`config.mk`:
```
export PLATFORM = sky130hd
export DESIGN_NAME = ram_port_arbiter
export DESIGN_NICKNAME = d
export VERILOG_FILES = /design/src/rtl/ram_port_arbiter.sv
export SDC_FILE = /design/constraint.sdc
export NUM_CORES = 1
export LEC_CHECK = 0
export ABC_AREA = 0
export BUFFER_PORTS_ARGS = -buffer_cell sky130_fd_sc_hd__clkbuf_2
export CORE_ASPECT_RATIO = 1.75
export CORE_UTILIZATION = 49
export DETAILED_ROUTE_END_ITERATION = 10
export PLACE_DENSITY = 0.81
export SYNTH_ARGS = -nofsm -noshare
export SYNTH_HDL_FRONTEND = slang
export SYNTH_SLANG_ARGS = --single-unit
export TNS_END_PERCENT = 50
```
`constraint.sdc`:
```
create_clock -name clk -period 3.8 [get_ports clk]
set_clock_uncertainty 0.15 [all_clocks]
set_input_delay 0.19 -clock clk [delete_from_list [all_inputs] [get_ports clk]]
set_output_delay 0.19 -clock clk [all_outputs]
set_load 0.01 [all_outputs]
```
`src/rtl/ram_port_arbiter.sv`:
```
// Two-requester arbiter in front of a single-port byte RAM: round-robin
// ownership with an optional lock for read-modify-write sequences.
module ram_port_arbiter #(
  parameter int RD_LATENCY = 1
) (
  input  logic        clk,
  input  logic        RST,
  input  logic        req0,
  input  logic        req1,
  input  logic        we0,
  input  logic        we1,
  input  logic [15:0] addr0,
  input  logic [15:0] addr1,
  input  logic [7:0]  wdata0,
  input  logic [7:0]  wdata1,
  input  logic        lock0,
  input  logic        lock1,
  output logic        ack0,
  output logic        ack1,
  output logic [7:0]  rdata,
  output logic [1:0]  grant,
  output logic        busy,
  output logic [15:0] ramAddress,
  output logic [7:0]  ramDataOut,
  input  logic [7:0]  ramDataIn,
  output logic        ramReadSignal,
  output logic        ramWriteSignal
);

  typedef enum logic [1:0] {IDLE, ACCESS, WAIT, RESP} state_t;

  localparam logic [3:0] CNT_INIT = 4'(RD_LATENCY - 1);

  state_t      state_q, state_d;
  logic        last_owner_q, last_owner_d;
  logic        locked_q, locked_d;
  logic        owner_q, owner_d;
  logic        we_q, we_d;
  logic        lock_q, lock_d;
  logic [15:0] addr_q, addr_d;
  logic [7:0]  wdata_q, wdata_d;
  logic [7:0]  rdata_q, rdata_d;
  logic [3:0]  cnt_q, cnt_d;
  logic [1:0]  grant_q, grant_d;
  logic        ack0_q, ack0_d, ack1_q, ack1_d;
  logic        busy_q, busy_d;
  logic        rd_q, rd_d, wr_q, wr_d;
  logic        elig0, elig1, pick1, owner_lock;

  always_comb begin
    // While locked, only the current owner may be granted again.
    elig0      = req0 && (!locked_q || !owner_q);
    elig1      = req1 && (!locked_q ||  owner_q);
    pick1      = elig1 && (!elig0 || !last_owner_q);
    owner_lock = owner_q ? lock1 : lock0;

    state_d      = state_q;
    last_owner_d = last_owner_q;
    locked_d     = locked_q;
    owner_d      = owner_q;
    we_d         = we_q;
    lock_d       = lock_q;
    addr_d       = addr_q;
    wdata_d      = wdata_q;
    rdata_d      = rdata_q;
    cnt_d        = cnt_q;
    grant_d      = grant_q;
    ack0_d       = 1'b0;
    ack1_d       = 1'b0;
    rd_d         = rd_q;
    wr_d         = wr_q;

    case (state_q)
      IDLE: begin
        if (locked_q && !owner_lock) locked_d = 1'b0;
        if (elig0 || elig1) begin
          owner_d = pick1;
          we_d    = pick1 ? we1 : we0;
          addr_d  = pick1 ? addr1 : addr0;
          wdata_d = pick1 ? wdata1 : wdata0;
          lock_d  = pick1 ? lock1 : lock0;
          grant_d = {pick1, !pick1};
          rd_d    = !we_d;
          wr_d    = we_d;
          cnt_d   = CNT_INIT;
          state_d = ACCESS;
        end
      end
      ACCESS, WAIT: begin
        // Writes take one strobe cycle; reads hold the strobe until cnt hits 0.
        if (we_q || cnt_q == 4'd0) begin
          state_d = RESP;
          rd_d    = 1'b0;
          wr_d    = 1'b0;
          if (!we_q) rdata_d = ramDataIn;
          ack0_d  = !owner_q;
          ack1_d  = owner_q;
        end else begin
          cnt_d   = cnt_q - 4'd1;
          state_d = WAIT;
        end
      end
      RESP: begin
        state_d  = IDLE;
        grant_d  = 2'b00;
        locked_d = lock_q;
        if (!lock_q) last_owner_d = owner_q;
      end
      default: state_d = IDLE;
    endcase

    busy_d = (state_d != IDLE);
  end

  always_ff @(posedge clk) begin
    if (RST) begin
      state_q      <= IDLE;
      last_owner_q <= 1'b1;
      locked_q     <= 1'b0;
      owner_q      <= 1'b0;
      we_q         <= 1'b0;
      lock_q       <= 1'b0;
      addr_q       <= 16'h0000;
      wdata_q      <= 8'h00;
      rdata_q      <= 8'h00;
      cnt_q        <= 4'd0;
      grant_q      <= 2'b00;
      ack0_q       <= 1'b0;
      ack1_q       <= 1'b0;
      busy_q       <= 1'b0;
      rd_q         <= 1'b0;
      wr_q         <= 1'b0;
    end else begin
      state_q      <= state_d;
      last_owner_q <= last_owner_d;
      locked_q     <= locked_d;
      owner_q      <= owner_d;
      we_q         <= we_d;
      lock_q       <= lock_d;
      addr_q       <= addr_d;
      wdata_q      <= wdata_d;
      rdata_q      <= rdata_d;
      cnt_q        <= cnt_d;
      grant_q      <= grant_d;
      ack0_q       <= ack0_d;
      ack1_q       <= ack1_d;
      busy_q       <= busy_d;
      rd_q         <= rd_d;
      wr_q         <= wr_d;
    end
  end

  assign ack0           = ack0_q;
  assign ack1           = ack1_q;
  assign rdata          = rdata_q;
  assign grant          = grant_q;
  assign busy           = busy_q;
  assign ramAddress     = addr_q;
  assign ramDataOut     = wdata_q;
  assign ramReadSignal  = rd_q;
  assign ramWriteSignal = wr_q;

endmodule

```
Yosys cells after proc, flatten, opt, wreduce, memory -nomap -nowiden
Cells that the tools add are included.
- $add $sub $neg: 1
- multipliers: 0
- div/mod/pow operators: 0
- order comparisons: 0
- equal/unequal tests: 7
- shift-type cells: 0
- muxes and demuxes: 20
- bitwise logic cells: 4
- reduce and logical (&&, ||, !) cells: 30
- operators with widths (cell ; count):
    16-bit 2-to-1 mux ; 1
    3-bit AND reduction ; 3
    1-bit 2-to-1 mux ; 8
    4-bit 2-to-1 mux ; 2
    8-bit 2-to-1 mux ; 1
    2-bit inequality test, second input constant ; 4
    4-bit one-hot mux with 2 select lines ; 1
    2-bit AND reduction ; 4
    1-bit logical NOT ; 7
    1-bit one-hot mux with 2 select lines ; 3
    2-bit one-hot mux with 3 select lines ; 1
    2-bit nonzero test ; 3
    1-bit logical OR ; 5
    2-bit equality test, second input constant ; 2
    1-bit logical AND ; 4
    4-bit logical NOT ; 1
    2-bit 2-to-1 mux ; 2
    1-bit inverter ; 4
    2-bit one-hot mux with 2 select lines ; 1
    4-bit by 1-bit subtractor with 4-bit output, second input constant ; 1
    3-bit OR reduction ; 1
    2-bit by 1-bit equality test with 1-bit output, second input constant ; 1
    2-bit logical NOT ; 1
    2-bit OR reduction ; 1
- register bits: 50
- latch bits: 0
- RAM bits: 0
- ROM bits: 0
- bits of input ports: 64
- logic and storage cells: 78
- memories: 0

Longest topological paths before layout
Gate-level depths: netlist of run 1.
- word-level depth: 10
- depth in mapped cells: 7
- depth with buffers taken out: 6

Worst setup path before layout of run 1
Ideal clock, no wire load.
- kind: register to register
- start: reg state_q[0]
- end: reg rdata_q[0] (netlist: rdata[0])
- setup time: 0.128 ns
- arrival time: 1.531 ns
- data required time: 3.522 ns
- setup slack: 1.991 ns
- stages on the path, launching flop included: 8
- buffers on the path: 2
- period minus slack after synthesis: 1.809 ns
- cells stage by stage: dfxtp_1 inv_1 ha_1 clkbuf_1 nand3b_1 clkbuf_1 mux2i_1 nor2_1
- word-level cells in the longest chain between the ends: 3
- ends and longest elaborated chain (item ; line ; source):
    start, declared ; 34 ; state_t state_q, state_d;
    start signal, assigned ; 134 ; state_q <= state_d;
    2-bit by 1-bit equality test with 1-bit output / 2-bit equality test (equally long branches) ; 73 ; case (state_q)
    2-bit OR reduction (*) ; 73 ;
    3-bit AND reduction (no line) (*) ; n/a ;
    end signal, assigned ; 142 ; rdata_q <= rdata_d;
    end, declared ; 42 ; logic [7:0] rdata_q, rdata_d;
Mark *: on every way between the ends. The rest lies on a longest branch, timed or not.
A chain may end at the register's enable or synchronous reset.

Final worst setup path of run 1
- start: reg state_q[0]
- end: reg addr_q[13] (netlist: ramAddress[13])
- word-level cells in the longest chain between the ends: 2
- ends and longest elaborated chain (item ; line ; source):
    2-bit logical NOT ; 73 ;
    2-bit AND reduction (no line) ; n/a ;
    end signal, assigned ; 140 ; addr_q <= addr_d;
    end, declared ; 40 ; logic [15:0] addr_q, addr_d;
Every way passes these cells.

==> summary.md, run 1 <==
| Metric | Value |
|---|---|
| Port Buffer Count | `102` |
| CTS tree | `yes` |
| FFs w/ async S/R, synth | `0` |
| Fin crit share | `0.683` |
| Starting Density | `0.516` |
| # Max-Cap Violations | `0` |
| Antenna-violating nets left | `0` |
| Die W | `between 50 and 60 um` |
| Final Critical Period | `~2.6 ns` |
| Post-synthesis sequential area ratio | `0.463` |
| Syn Inst Count | `between 200 and 250` |
| Post-synth EDFFs | `0` |
| RSZ-0062 raised after global routing | `false` |
| Num CTS Buffers | `5` |
| Setup tns final | `0 ns` |
| DRT iter0 DRCs | `30` |
| Post-synthesis mux area share | `0.167` |
| XOR/XNOR share of the synthesized area | `0` |
| I/O pin count | `just over 100` |
| Largest family of logic cells by synthesized area | `compound AO/OA/AOI/OAI gates` |
| Pwr dens | `685 nW/um^2` |
| Crit path kind | `flip-flop to flip-flop` |
| Slew headroom | `0.313` |
| Clock Sinks | `50` |
| Met1 Usage GRT | `0.241` |
| Core ar. | `4190 um^2` |
| Number of global-route vias before repair | `roughly 1.8k` |
| WL/cell | `between 10 and 15 um` |
| H-Tree Level Count | `2` |
| CP Max Fanout | `31` |
| Hold Path Class | `input port to flip-flop` |
| Root Buffer | `clkbuf_8` |
| Synth Flop Type | `dfxtp_1` |
| Post-synthesis compound-gate area fraction | `0.216` |
| Yosys cell types | `32` |
| Total GRT Usage | `0.215` |
| First-pass GRT wire length | `7.75 mm` |
| Syn_area_per_cell | `between 9 and 10 um^2` |
| DR vias | `approximately 2k` |
| Commonest non-fill, non-tap cell in the layout | `clkbuf_2` |
| Die footprint | `approximately 4700 um^2` |
| Drt drc | `0` |
| Placed Area | `about 2700 um^2` |
| Met3 usage | `0.0389` |
| Status | `finished clean` |
| Height of the die | `between 80 and 90 um` |
| Busiest grt layer | `met2` |
| Via-per-instance ratio | `5.33` |
| Netlist Area Pre-Place | `between 2000 and 2500 um^2` |
| Number of detailed-route iterations in the first pass | `4` |
| Fin. Hold Viols | `0` |
| FILL cells | `353` |
| WP data arrival | `2.67 ns` |
| Critical Path Start Type | `flip-flop` |
| Reg clk slew, reported paths | `0.09 ns` |
| Post-synthesis adder-cell area fraction | `0.0174` |
| Max VDD drop | `524 uV` |
| Insertion delay to the later sink of the worst-skew pair | `0.30 ns` |
| Commonest cells after routing, fill and taps aside | `102 x clkbuf_2, 50 x dfxtp_1, 36 x mux2i_1` |
| Final instance area | `2840 um^2` |
| Cts repair resizes | `0` |
| Post-synthesis simple-gate area fraction | `0.0833` |
| Layout cells sized above 1 | `0.329` |
| Synthesized flop and latch total | `50` |
| Initial antenna violation count | `0` |
| Hpwl dp | `3.64 mm` |
| Max Freq | `between 300 and 400 MHz` |
| Critical Path RT | `3.88 ns` |
| Rows | `31` |
| GP Congestion | `0.808` |
| Endpoint class of the critical path | `flip-flop` |
| Nets | `404` |
| Routed wire length | `4.86 mm` |
| Yosys Warn Count | `0` |
| Gr ovfl total | `0` |
| Worst Max-Slew Pin Slew | `1.03 ns` |
| CTS Buffer Depth | `2` |
| # diodes | `0` |
| Syn nets | `301` |
| Leak pwr | `1.46 nW` |
| P&R area growth vs syn | `31.3%` |
| Final Max Slew Viols | `0` |
| M2 GR Usage | `0.373` |
| Largest net degree at the start of global routing | `32` |
| # Post-CTS Setup Buffers | `0` |
| Final setup fails | `0` |
## final cells by class
cell class | count | area [um^2] | share of cell area
Timing Repair Buffer | 112 | 606 | 0.213
Inverter | 11 | 41.3 | 0.0145
Clock buffer | 6 | 72.6 | 0.0255
Clock inverter | 1 | 7.51 | 0.00264
Sequential cell | 50 | 1000 | 0.352
Tap cell | 49 | 61.3 | 0.0216
Multi-Input combinational cell | 157 | 1050 | 0.370
## kinds of logic after synthesis
family	count (synthesis)
compound gates	82
fa+ha+maj	3
simple gates	36
flops	50
buf+inv	27
mux	36
## state kept, by name, indices dropped and copies added, names as in the netlist
name	cells
ack0	1
ack1	1
busy	1
cnt_q	4
grant	2
last_owner_q	1
lock_q	1
locked_q	1
owner_q	1
ramAddress	16
ramDataOut	8
ramReadSignal	1
ramWriteSignal	1
rdata	8
state_q	2
we_q	1
## through the flow
stage	power [mW]	hold WS [ns]	setup slack (ns)	cells	util
global placement	1.64	0.275	1.39	371	0.640
detailed placement	1.66	0.280	1.22	371	0.640
finish	1.95	0.0285	1.21	386	0.678
CTS	1.96	0.0281	1.21	386	0.678
floorplan	1.37	0.184	1.99	234	-
global route	2.09	0.0311	0.920	386	0.678
## where the power goes
group          switching [mW]  leakage, nW  internal (mW)
clock network           0.166       0.0373          0.126
logic                   0.488         1.01          0.347
registers               0.100        0.413          0.718
total                   0.754         1.46           1.19
## path summary, 6_finish.rpt
kind	start	cells after the start	end	slack (ns)
worst min register to register	ramReadSignal	1	ramReadSignal	0.32
worst max-delay path	state_q[0]	7	ramAddress[13]	1.21
worst min-delay path	wdata1[2]	3	ramDataOut[2]	0.03
worst max register to register	state_q[0]	7	ramAddress[13]	1.21
## worst max-delay path, cell delays in order, from the launching register on
cell	delay (ns)
dfxtp_1	0.33
inv_1	0.05
ha_1	0.28
inv_1	0.18
a211oi_4	0.83
buf_4	0.40
o21ai_0	0.12
a21oi_1	0.18
## cell usage after synthesis, drive strengths merged (2+ instances only)
library cell / number / share of area
a21oi: 33 / 0.076
a32o: 2 / 0.0093
buf: 7 / 0.019
clkbuf: 9 / 0.017
dfxtp: 50 / 0.46
ha: 3 / 0.017
inv: 11 / 0.019
mux2i: 36 / 0.17
nand2: 3 / 0.0052
nand2b: 4 / 0.012
nand4: 2 / 0.0058
nor2: 16 / 0.028
nor3: 4 / 0.0093
o211ai: 5 / 0.017
o21ai: 33 / 0.076
o31ai: 2 / 0.0069
or4: 2 / 0.0069
## what timing repair did
item | in CTS | in global routing
hold buffers | 8 | 0
hold endpoints to repair | 8 | 0
setup endpoints to repair | 0 | 0
## routing by layer
layer  wire length, um  vias to the layer above
met5                 0                        -
met4               127                        0
met3               264                       12
met2              2530                       80
met1              1940                      920
li1                  -                     1044
No activity file was read; power rests on OpenSTA's default activity.
==> inputs of run 2 (changes only) <==
--- a/config.mk
+++ b/config.mk
@@ -8,9 +8,9 @@
 export ABC_AREA = 0
 export BUFFER_PORTS_ARGS = -buffer_cell sky130_fd_sc_hd__clkbuf_2
 export CORE_ASPECT_RATIO = 1.75
-export CORE_UTILIZATION = 49
+export CORE_UTILIZATION = 41
 export DETAILED_ROUTE_END_ITERATION = 10
-export PLACE_DENSITY = 0.81
+export PLACE_DENSITY = 0.72
 export SYNTH_ARGS = -nofsm -noshare
 export SYNTH_HDL_FRONTEND = slang
 export SYNTH_SLANG_ARGS = --single-unit
==> constraint.sdc (replaced) <==
create_clock -name clk -period 2.3 [get_ports clk]
set_clock_uncertainty 0.15 [all_clocks]
set_input_delay 0.115 -clock clk [delete_from_list [all_inputs] [get_ports clk]]
set_output_delay 0.115 -clock clk [all_outputs]
set_load 0.01 [all_outputs]
==> summary.md, run 2 (synthesis gave the netlist of run 1 again) <==
| Metric | Value |
|---|---|
| Critical Path RT | `2.34 ns` |
| Commonest non-fill, non-tap cell in the layout | `clkbuf_2` |
| Crit path kind | `flip-flop to flip-flop` |
| CTS tree | `yes` |
| # diodes | `0` |
| Commonest cells after routing, fill and taps aside | `102 x clkbuf_2, 58 x dlygate4sd3_1, 50 x dfxtp_1` |
| Number of detailed-route iterations in the first pass | `8` |
| Final Critical Period | `2.12 ns` |
| Reg clk slew, reported paths | `0.09 ns` |
| Gr ovfl total | `0` |
| Total GRT Usage | `0.234` |
| Final Max Slew Viols | `0` |
| Tot Pwr | `3.56 mW` |
| Max VDD drop | `623 uV` |
| WL/cell | `14.0 um` |
| CP Max Fanout | `20` |
| Max Freq | `472 MHz` |
| Critical Path Start Type | `flip-flop` |
| P&R area growth vs syn | `58.6%` |
| Nets | `459` |
| Worst Max-Slew Pin Slew | `0.751 ns` |
| Initial antenna violation count | `0` |
| Die W | `roughly 57 um` |
| Violated checks | `design-rule violations` |
| Setup tns final | `0 ns` |
| Layout cells sized above 1 | `0.298` |
| Placed Area | `2740 um^2` |
| Fin crit share | `0.922` |
| WP data arrival | `2.16 ns` |
| Rows | `34` |
| Core ar. | `5020 um^2` |
| Max reg flops | `16` |
| First-pass GRT wire length | `10.3 mm` |
| CTS Buffer Depth | `2` |
| Root Buffer | `clkbuf_8` |
| Num CTS Buffers | `5` |
| DR vias | `2325` |
| Leak pwr | `1.72 nW` |
| Starting Density | `0.431` |
| Die footprint | `5580 um^2` |
| Final instance area | `3430 um^2` |
| I/O pin count | `103` |
| Number of global-route vias before repair | `2340` |
| Cts repair resizes | `0` |
| H-Tree Level Count | `2` |
| DRT iter0 DRCs | `41` |
| Height of the die | `between 90 and 100 um` |
| Fin. Hold Viols | `0` |
| Pwr dens | `1040 nW/um^2` |
| Hold Path Class | `input port to flip-flop` |
| RSZ-0062 raised after global routing | `false` |
| GP Congestion | `0.820` |
| Port Buffer Count | `102` |
| Largest net degree at the start of global routing | `32` |
| Hpwl dp | `roughly 3.8 mm` |
| Endpoint class of the critical path | `flip-flop` |
| Clock Sinks | `50` |
| Status | `finished, violations left` |
| Via-per-instance ratio | `around 5.2` |
| Antenna-violating nets left | `0` |
| Slew headroom | `0.499` |
| Drt drc | `8` |
| Routed wire length | `around 6.3 mm` |
| # Max-Cap Violations | `0` |
| Insertion delay to the later sink of the worst-skew pair | `0.30 ns` |
| Final setup fails | `0` |
-- run 2: routing by layer --
| layer | share of wire | track usage |
|---|---|---|
| met4 | 0.031 | 0.114 |
| met5 | 0 | 0 |
| met1 | 0.38 | 0.235 |
| met3 | 0.052 | 0.0556 |
| met2 | 0.54 | 0.434 |
-- run 2: final cells by class --
| cell class | count | area, um^2 |
|---|---|---|
| Sequential cell | 50 | 1000 |
| Inverter | 11 | 41.3 |
| Clock inverter | 1 | 30.0 |
| Multi-Input combinational cell | 157 | 1050 |
| Fill cell | 397 | 1590 |
| Timing Repair Buffer | 167 | 1160 |
| Tap cell | 54 | 67.6 |
| Clock buffer | 6 | 82.6 |
-- run 2: power breakdown --
group / internal (mW) / switching, mW / total (mW)
clock: 0.348 / 0.281 / 0.629
combinational: 0.702 / 0.869 / 1.57
sequential: 1.19 / 0.174 / 1.36
-- run 2: path summary, 6_finish.rpt --
| kind | cells past startpoint | from | slack, ns | end |
|---|---|---|---|---|
| setup reg to reg | 6 | locked_q | 0.18 | ramAddress[9] |
| setup / recovery | 6 | locked_q | 0.18 | ramAddress[9] |
| hold reg to reg | 1 | ramWriteSignal | 0.33 | ramWriteSignal |
| hold / removal | 3 | we1 | 0.01 | we_q |
-- run 2: timing repair --
action,CTS,global route
buffers inserted,0,0
endpoints found under the hold margin,33,0
hold buffers,58,0
setup endpoints to repair,0,0
-- run 2: critical path, stage by stage, from the launching register on --
cell	delay, ns
dfxtp_1	0.47
nand2b_1	0.09
o211ai_1	0.18
buf_12	0.23
mux2i_1	0.23
dlygate4sd3_1	0.59
a21oi_1	0.07
-- run 2: per-stage QoR --
stage	worst slack (ns)	util	std cells	hold slack [ns]
global placement	0.403	0.545	381	0.196
finish	0.180	0.683	446	0.0147
global route	0.0412	0.683	446	0.0358
detailed placement	0.341	0.545	381	0.203
floorplan	0.491	-	234	0.109
CTS	0.208	0.683	446	0.0223
